## src/rtl/watch_pkg.sv

```systemverilog
// Shared definitions for the multi-mode watch: mode encoding, BCD digit width
// and a single-digit BCD increment helper.
package watch_pkg;

  typedef enum logic [1:0] {
    WATCH  = 2'd0,
    CHANGE = 2'd1,
    CHRONO = 2'd2
  } state_e;

  localparam int DIGIT_W = 4;

  function automatic logic [DIGIT_W-1:0] bcd_inc(input logic [DIGIT_W-1:0] d);
    return (d >= 4'd9) ? 4'd0 : d + 4'd1;
  endfunction

endpackage

```

## src/rtl/bcd_counter.sv

```systemverilog
// Multi-digit BCD counter with ripple carry, synchronous clear and a
// single-digit increment (mod 10, no carry) used for manual time setting.
module bcd_counter
  import watch_pkg::*;
#(
  parameter int NUM_DIGITS = 4,
  parameter int SEL_W      = 3
) (
  input  logic                          clk,
  input  logic                          rst,
  input  logic                          inc,
  input  logic                          clr,
  input  logic                          ld_en,
  input  logic [SEL_W-1:0]              ld_idx,
  output logic [DIGIT_W*NUM_DIGITS-1:0] value
);

  logic [DIGIT_W*NUM_DIGITS-1:0] value_q, value_d;
  logic                          carry;

  // Clear beats a digit load, which beats a counting increment.
  always_comb begin
    value_d = value_q;
    carry   = 1'b0;
    if (clr) begin
      value_d = '0;
    end else if (ld_en) begin
      for (int i = 0; i < NUM_DIGITS; i++) begin
        if (ld_idx == SEL_W'(i)) begin
          value_d[i*DIGIT_W +: DIGIT_W] = bcd_inc(value_q[i*DIGIT_W +: DIGIT_W]);
        end
      end
    end else if (inc) begin
      carry = 1'b1;
      for (int i = 0; i < NUM_DIGITS; i++) begin
        if (carry) begin
          value_d[i*DIGIT_W +: DIGIT_W] = bcd_inc(value_q[i*DIGIT_W +: DIGIT_W]);
          carry = (value_q[i*DIGIT_W +: DIGIT_W] == 4'd9);
        end
      end
    end
  end

  always_ff @(posedge clk or posedge rst) begin
    if (rst) begin
      value_q <= '0;
    end else begin
      value_q <= value_d;
    end
  end

  assign value = value_q;

endmodule

```

## src/rtl/watch_fsm_multi.sv

```systemverilog
// Three-mode digital watch: time keeping, time setting and stopwatch.
// Define WATCH_LAP_EN to add a lap-hold display freeze in stopwatch mode.
//
// state  | meaning
// WATCH  | show time, time counts on tick
// CHANGE | time frozen; start selects digit, adjust bumps selected digit
// CHRONO | show stopwatch; start runs/stops, adjust clears (or laps)
module watch_fsm_multi
  import watch_pkg::*;
#(
  parameter int NUM_DIGITS = 4,
  parameter int SEL_W      = 3
) (
  input  logic                          clk,
  input  logic                          rst,
  input  logic                          timer_tick,
  input  logic                          btn_mode,
  input  logic                          btn_start,
  input  logic                          btn_adjust,
  output logic [DIGIT_W*NUM_DIGITS-1:0] display_out,
  output logic                          status_watch_out,
  output logic                          status_change_out,
  output logic                          status_chrono_out,
  output logic [SEL_W-1:0]              sel_digit_out,
  output logic                          chrono_running_out
);

  localparam int               VAL_W    = DIGIT_W * NUM_DIGITS;
  localparam logic [SEL_W-1:0] SEL_LAST = SEL_W'(NUM_DIGITS - 1);

  state_e             state_q, state_d;
  logic [SEL_W-1:0]   sel_q, sel_d;
  logic               running_q, running_d;
  logic [2:0]         btn_prev_q, btn_prev_d;
  logic               armed_q, armed_d;
  logic [VAL_W-1:0]   display_q, display_d;

  logic [2:0]         btn_edge;
  logic               mode_edge, start_edge, adj_edge;
  logic               w_inc, w_ld, c_inc, c_clr;
  logic [VAL_W-1:0]   watch_val, chrono_val;

`ifdef WATCH_LAP_EN
  logic               lap_q, lap_d;
  logic [VAL_W-1:0]   lap_val_q, lap_val_d;
`endif

  always_comb begin
    btn_prev_d = {btn_adjust, btn_start, btn_mode};
    armed_d    = 1'b1;
    // The first cycle after reset only samples levels, so a button that is
    // already held at release acts only on its next rising edge.
    btn_edge   = armed_q ? (btn_prev_d & ~btn_prev_q) : 3'b000;
    mode_edge  = btn_edge[0];
    start_edge = btn_edge[1];
    adj_edge   = btn_edge[2];

    state_d   = state_q;
    sel_d     = sel_q;
    running_d = running_q;
    w_inc     = 1'b0;
    w_ld      = 1'b0;
    c_clr     = 1'b0;
    c_inc     = timer_tick & running_q;

    case (state_q)
      WATCH: begin
        if (mode_edge) state_d = CHANGE;
        w_inc = timer_tick;
      end
      CHANGE: begin
        if (mode_edge) state_d = CHRONO;
        if (start_edge) sel_d = (sel_q == SEL_LAST) ? '0 : sel_q + 1'b1;
        w_ld = adj_edge;
      end
      CHRONO: begin
        if (mode_edge) state_d = WATCH;
        w_inc = timer_tick;
        if (start_edge) running_d = ~running_q;
        c_clr = adj_edge & ~running_q;
      end
      default: state_d = WATCH;
    endcase

`ifdef WATCH_LAP_EN
    lap_d     = lap_q;
    lap_val_d = lap_val_q;
    if ((state_q == CHRONO) && adj_edge && running_q) begin
      lap_d = ~lap_q;
      if (!lap_q) lap_val_d = chrono_val;
    end
    if ((state_d != CHRONO) || (running_q && !running_d)) lap_d = 1'b0;

    display_d = (state_q != CHRONO) ? watch_val :
                (lap_q ? lap_val_q : chrono_val);
`else
    display_d = (state_q == CHRONO) ? chrono_val : watch_val;
`endif
  end

  always_ff @(posedge clk or posedge rst) begin
    if (rst) begin
      state_q    <= WATCH;
      sel_q      <= '0;
      running_q  <= 1'b0;
      btn_prev_q <= '0;
      armed_q    <= 1'b0;
      display_q  <= '0;
    end else begin
      state_q    <= state_d;
      sel_q      <= sel_d;
      running_q  <= running_d;
      btn_prev_q <= btn_prev_d;
      armed_q    <= armed_d;
      display_q  <= display_d;
    end
  end

`ifdef WATCH_LAP_EN
  always_ff @(posedge clk or posedge rst) begin
    if (rst) begin
      lap_q     <= 1'b0;
      lap_val_q <= '0;
    end else begin
      lap_q     <= lap_d;
      lap_val_q <= lap_val_d;
    end
  end
`endif

  bcd_counter #(.NUM_DIGITS(NUM_DIGITS), .SEL_W(SEL_W)) u_watch (
    .clk    (clk),
    .rst    (rst),
    .inc    (w_inc),
    .clr    (1'b0),
    .ld_en  (w_ld),
    .ld_idx (sel_q),
    .value  (watch_val)
  );

  bcd_counter #(.NUM_DIGITS(NUM_DIGITS), .SEL_W(SEL_W)) u_chrono (
    .clk    (clk),
    .rst    (rst),
    .inc    (c_inc),
    .clr    (c_clr),
    .ld_en  (1'b0),
    .ld_idx ('0),
    .value  (chrono_val)
  );

  assign display_out        = display_q;
  assign status_change_out  = (state_q == CHANGE);
  assign status_chrono_out  = (state_q == CHRONO);
  assign status_watch_out   = ~(status_change_out | status_chrono_out);
  assign sel_digit_out      = sel_q;
  assign chrono_running_out = running_q;

endmodule

```

## config.mk

```make
export PLATFORM = sky130hd
export DESIGN_NAME = watch_fsm_multi
export DESIGN_NICKNAME = d
export VERILOG_FILES = /design/src/rtl/watch_pkg.sv /design/src/rtl/bcd_counter.sv /design/src/rtl/watch_fsm_multi.sv
export SDC_FILE = /design/constraint.sdc
export NUM_CORES = 1
export LEC_CHECK = 0
export ABC_CLOCK_PERIOD_IN_PS = 3400
export BUFFER_PORTS_ARGS = -buffer_cell sky130_fd_sc_hd__buf_2
export CORE_MARGIN = 2
export CORE_UTILIZATION = 55
export DETAILED_ROUTE_END_ITERATION = 10
export PLACE_DENSITY = 0.77
export SLEW_MARGIN = 20
export SYNTH_ARGS = -nofsm -noshare
export SYNTH_HDL_FRONTEND = slang
export SYNTH_SLANG_ARGS = --single-unit
```

## constraint.sdc

```tcl
create_clock -name clk -period 3.4 [get_ports clk]
set_input_delay 0 -clock clk [delete_from_list [all_inputs] [get_ports clk]]
set_output_delay 0 -clock clk [all_outputs]
set_load 0.02 [all_outputs]
```

Word-level counts from Yosys, hierarchy flattened
Cells that the tools add are included.
{ "classes": {"n_eq_ne": 18, "bitwise_logic": 7, "magnitude_cmp": 8, "reduce_logical": 21, "n_addsub": 9, "muxes": 48} }
{ "ops": {"columns": ["operator", "n"], "rows": [
  ["16-bit 2-to-1 mux", 5],
  ["4-bit 2-to-1 mux", 18],
  ["4-bit by 1-bit adder with 4-bit output, second input constant", 8],
  ["4-bit greater-or-equal comparator, second input constant", 8],
  ["4-bit == test, second input constant", 6],
  ["1-bit 2-to-1 mux", 19],
  ["2-bit nonzero test", 8],
  ["2-bit AND reduction", 6],
  ["3-bit AND reduction", 4],
  ["2-bit inequality test, second input constant", 5],
  ["3-bit by 2-bit == test with 1-bit output, second input constant", 2],
  ["2-bit 2-to-1 mux", 3],
  ["3-bit 2-to-1 mux", 2],
  ["2-bit one-hot mux with 3 select lines", 1],
  ["2-bit by 1-bit inequality test with 1-bit output, second input constant", 2],
  ["3-bit by 1-bit adder with 3-bit output, second input constant", 1],
  ["3-bit AND", 1],
  ["3-bit by 1-bit == test with 1-bit output, second input constant", 1],
  ["3-bit zero test", 1],
  ["3-bit inverter", 1],
  ["1-bit AND", 2],
  ["2-bit by 1-bit == test with 1-bit output, second input constant", 1],
  ["2-bit == test, second input constant", 1],
  ["2-bit zero test", 1],
  ["3 further kinds", 4]
]} }
{ "word_totals": {"in_bits": 6, "word_cells": 125, "register_bits": 58, "out_inout_bits": 23} }

Depth between registers and ports, before layout
{ "depth": {"depth_word": 15, "mapped_depth": 7, "mapped_depth_nobuf": 6} }

By module
From an unflattened synthesis, not the netlist that was laid out.
{ "unflattened": {"hier_cells": 298, "hier_area_um2": 3269.4} }
{ "modules_own_cells": {"columns": ["module", "seq_area_each_um2", "area_per_inst_um2", "n_inst", "cells_per_inst"], "rows": [
  ["bcd_counter", 400.4, 1094.8, 2, 110],
  ["watch_fsm_multi", 650.6, 1079.8, 1, 78]
]} }

Least setup slack after synthesis
No wires, ideal clock.
{ "synth_timing": {"kind": "register to register", "start": "register state_q[1]", "end": "register u_watch.value_q[2], in the netlist u_watch.value[2]", "path_stages_with_launch": 8, "arrival_ns": 2.109, "period_less_slack_ns": 2.231, "required_ns": 3.278, "setup_time_ns": 0.122, "path_slack_ns": 1.169, "path_buffers": 1, "path_cell_list": "dfrtp_1 inv_1 ha_1 and4b_1 clkbuf_1 mux2i_1 o21ai_0 a32o_1"} }
{ "synth_between": {"word_cells_on_any_way": 10, "classes_between": "eq/ne: 3; mux: 3; reduce/logical: 4"} }
{ "synth_rtl": {"columns": ["element", "line_no", "source"], "rows": [
  ["start: declaration", "watch_fsm_multi.sv:31", "state_e state_q, state_d;"],
  ["start signal: assignment", "watch_fsm_multi.sv:110", "state_q <= state_d;"],
  ["2-bit by 1-bit == test with 1-bit output *", null, null],
  ["named net status_change_out", "watch_fsm_multi.sv:22", "output logic status_change_out,"],
  ["1-bit 2-to-1 mux *", "watch_fsm_multi.sv:66", "case (state_q)"],
  ["2-bit inequality test (no source line) or 2-bit nonzero test (tied branches)", null, null],
  ["2-bit AND reduction (no source line)", null, null],
  ["end signal: assignment", "bcd_counter.sv:48", "value_q <= value_d;"],
  ["end: declaration", "bcd_counter.sv:18", "logic [DIGIT_W*NUM_DIGITS-1:0] value_q, value_d;"]
]} }
The timed path passes the listed nets; every way through them passes the cells marked *.
A chain may end at the register's enable or synchronous reset.

Worst setup path after layout
{ "layout_timing": {"start": "register state_q[0]", "end": "register u_chrono.value_q[2], in the netlist u_chrono.value[2]"} }
{ "layout_between": {"elab_chain_len": 3, "word_cells_on_any_way": 4, "classes_between": "eq/ne: 1; mux: 2; reduce/logical: 1"} }
{ "layout_rtl": {"columns": ["element", "line_no"], "rows": [
  ["2-bit == test *", "watch_fsm_multi.sv:66"],
  ["1-bit 2-to-1 mux *", "watch_fsm_multi.sv:66"],
  ["16-bit 2-to-1 mux or 2-bit nonzero test (tied branches)", null],
  ["end signal: assignment", "bcd_counter.sv:48"],
  ["end: declaration", "bcd_counter.sv:18"]
]} }
Every way passes the cells marked *; elsewhere a longest branch is shown, timed or not.

==> impl_results.md <==
- Cell variety after synth: 53
- Final setup viols: 0
- Wire length on met3: approximately 250 um
- WL/cell: between 10 and 15 um
- Cell type with the highest aggregate area in the netlist: dfrtp_1
- Nets: between 300 and 400
- Vias in the first global route: 2265
- Reg2reg setup slack: between 900 and 1000 ps
- Clk_lat worst skew: 340 ps
- Mapped Area: around 0.0032 sq mm
- DRC: 0
- All-Layer GR Usage: 0.215
- Min cycle time layout: roughly 2400 ps
- CTS tree: built
- Cell Pwr Density: 719 mW/mm^2
- Worst-margin pin slew: between 900 and 1000 ps
- Dpl cells: around 400
- Status: completed
- Final Wtd Congestion: roughly 0.80
- Vias per cell: around 5.6
- Clock skew: between 4 and 5 ps
- Worst Hold End: u_chrono.value[9]$_DFFE_PP0P_
- Placeable Area: ~0.0055 sq mm
- Hold WC Path Type: in2reg
- Non-Filler Instances: 421
- Most common cell in the synthesized netlist: dfrtp_1
- Die height: around 80 um
- Area Overhead vs Synth: 15.5%
- Maximum clock insertion buffer count: 2
- Metal2 WL: between 2 and 3 mm
- Hold Crit Start: timer_tick
- R2r startpoint: state_q[0]$_DFFE_PP0P_
- Synth Register Bits: 58
- M1 WL: about 2.9 mm
- Synthesis Warnings: 0
- DR iter-0 viols: between 150 and 200
- Aggregate global routing overflow: 0
- Antenna Cells: 0
- Hold Slack: between 200 and 250 ps
- Postcts setup bufs: 0
- Number of iterations in the first detailed-routing pass: 4
- Ports: 29
- Clk sinks: 58
- Largest net degree at the start of global routing: 47
- Slew Limit Fails: 0
- Syn Inst Count: ~310
- CP arrival: approximately 2600 ps
- Hold Path Depth: 5
- Setup_tns: 0 ps
- CTS Buf Count: 9
- # port buffers: 28
- Detail Route Antenna Nets: 0
- Top Layer Used: met4
- Fin. Hold Viols: 0
- Max Cap Viol: 0
- Mapped Avg Cell Area: 10.3 sq um
- Share of post-route cells with drive strength above 1: 0.175
- Rows: 27
- Synth Net Count: between 300 and 400
- Clock Pin Slew Worst Setup and Hold Paths: 70 ps
- CP max FO: 27
- Fraction of the cycle the final worst path needs: 0.707
- Full die area: 0.00638 sq mm
- Initial antenna violation count: 0
- Startpoint types: flip-flop
- EDFF count, synth: 0
- Post-synth top area share: 0.458
- Fmax: ~420 MHz
- Starting density of the core: 0.571
- Main flop type after synthesis: dfrtp_1
- Sequential fraction of the synthesis area: 0.458
- RSZ-0062 raised after global routing: no
- FF-to-FF path depth: 7
- Dominant cells by area after synthesis: dfrtp_1, ha_1, inv_1
- Worst ir drop on vdd: roughly 0.58 mV
- Kind of critical path: reg2reg
- Die span in x: 79.9 um
- Leakage power: between 1.5 and 2 nW
- Detailed Route WL: just over 6 mm
- Max-Slew Margin vs Limit: 0.370
- Crit end category: flip-flop
- H-tree depth: 3
- Root Driver: clkbuf_8
- Via count: 2377
- CP required: around 3600 ps
- R2R Path End: u_chrono.value[2]$_DFFE_PP0P_
- Post-DP HPWL: roughly 4.4 mm
- First-pass GRT wire length: 10.4 mm
- Top post-synthesis cells by count: dfrtp_1, ha_1, inv_1
- Asr flop ratio synth: 1.00
==> sequential cells by signal (all words and copies together) (netlist names) <==
signal	count
btn_prev_q	3
chrono_running_out	1
u_chrono.value	16
sel_digit_out	3
display_out	16
armed_q	1
state_q	2
u_watch.value	16
==> per-stage QoR <==
step / utilization / instance area, sq um / setup WS [ps] / total power [mW]
final: 0.660 / 3660 / 998 / 2.63
after global routing: 0.660 / 3660 / 835 / 2.80
after CTS: 0.660 / 3660 / 1010 / 2.64
after detailed placement: 0.611 / 3380 / 1030 / 1.87
after global placement: 0.611 / 3380 / 1160 / 1.84
after floorplan: - / 3170 / 1170 / 1.62
==> worst max path at each step <==
stage / end / slack [ps] / startpoint
after CTS: u_chrono.value[2]$_DFFE_PP0P_ / 1010 / state_q[0]$_DFFE_PP0P_
after global routing: u_chrono.value[2]$_DFFE_PP0P_ / 830 / state_q[0]$_DFFE_PP0P_
after global placement: u_chrono.value[2]$_DFFE_PP0P_ / 1160 / state_q[0]$_DFFE_PP0P_
final: u_chrono.value[2]$_DFFE_PP0P_ / 1000 / state_q[0]$_DFFE_PP0P_
after floorplan: u_watch.value[2]$_DFFE_PP0P_ / 1170 / state_q[1]$_DFFE_PP0P_
after detailed placement: u_chrono.value[2]$_DFFE_PP0P_ / 1030 / state_q[0]$_DFFE_PP0P_
==> worst max-delay path, cell delays in order, from the launching register on <==
cell and delay, ps:
dfrtp_1 380, inv_1 120, ha_1 260, buf_4 310
nand2b_1 180, nor2_1 590, o22ai_1 190, a22o_1 260
==> layout make-up <==
| cell class | instances | area (sq um) |
|---|---|---|
| clock buffers | 11 | 131 |
| clock inverters | 5 | 103 |
| fillers | 457 | 1880 |
| inverters | 31 | 116 |
| multi-input cells | 210 | 1570 |
| flip-flops and latches | 58 | 1450 |
| well taps | 72 | 90.1 |
| repair buffers | 34 | 195 |
==> what timing repair did <==
action	CTS	global route
gates resized for setup	0	0
hold buffers	4	0
endpoints found under the hold margin	48	0
==> placed cells by master, fill, tap and decap left out, drive strengths merged, types with 3 or more instances in the layout <==
| master | instances |
|---|---|
| dlygate4sd3 | 4 |
| bufinv | 3 |
| nor3 | 6 |
| nand3b | 7 |
| ha | 32 |
| o2111ai | 3 |
| inv | 31 |
| nand3 | 7 |
| o22ai | 7 |
| buf | 30 |
| nor2 | 16 |
| mux2 | 8 |
| nor3b | 6 |
| o21ai | 24 |
| or3 | 3 |
| or2 | 3 |
| o22a | 4 |
| nor2b | 3 |
| clkbuf | 11 |
| o2bb2ai | 4 |
| nand2 | 18 |
| a32o | 3 |
| mux2i | 4 |
| a21boi | 3 |
| o31ai | 5 |
| dfrtp | 58 |
| nand2b | 5 |
| a31oi | 3 |
| a21oi | 3 |
==> where the power goes <==
group	total [mW]	internal, mW	switching (mW)	leakage (nW)
Sequential	1.03	0.859	0.169	0.711
Clock	0.763	0.486	0.277	0.114
Combinational	0.840	0.327	0.513	0.867
==> cell families after synthesis <==
logic type | synth area share
and+or+nand+nor | 0.161
AOI/OAI and AO/OA | 0.164
DFF | 0.458
buffers and inverters | 0.0455
adders and majority gates | 0.126
muxes | 0.0411
other | 0.00118
xor gates and xnor gates | 0.00277
==> per-layer routing <==
metal	GRT usage	vias to the layer above
met5	0	-
met4	0.0966	0
met3	0.0430	10
met2	0.333	55
met1	0.293	1140
li1	-	1172
No activity file was read; power rests on OpenSTA's default activity.
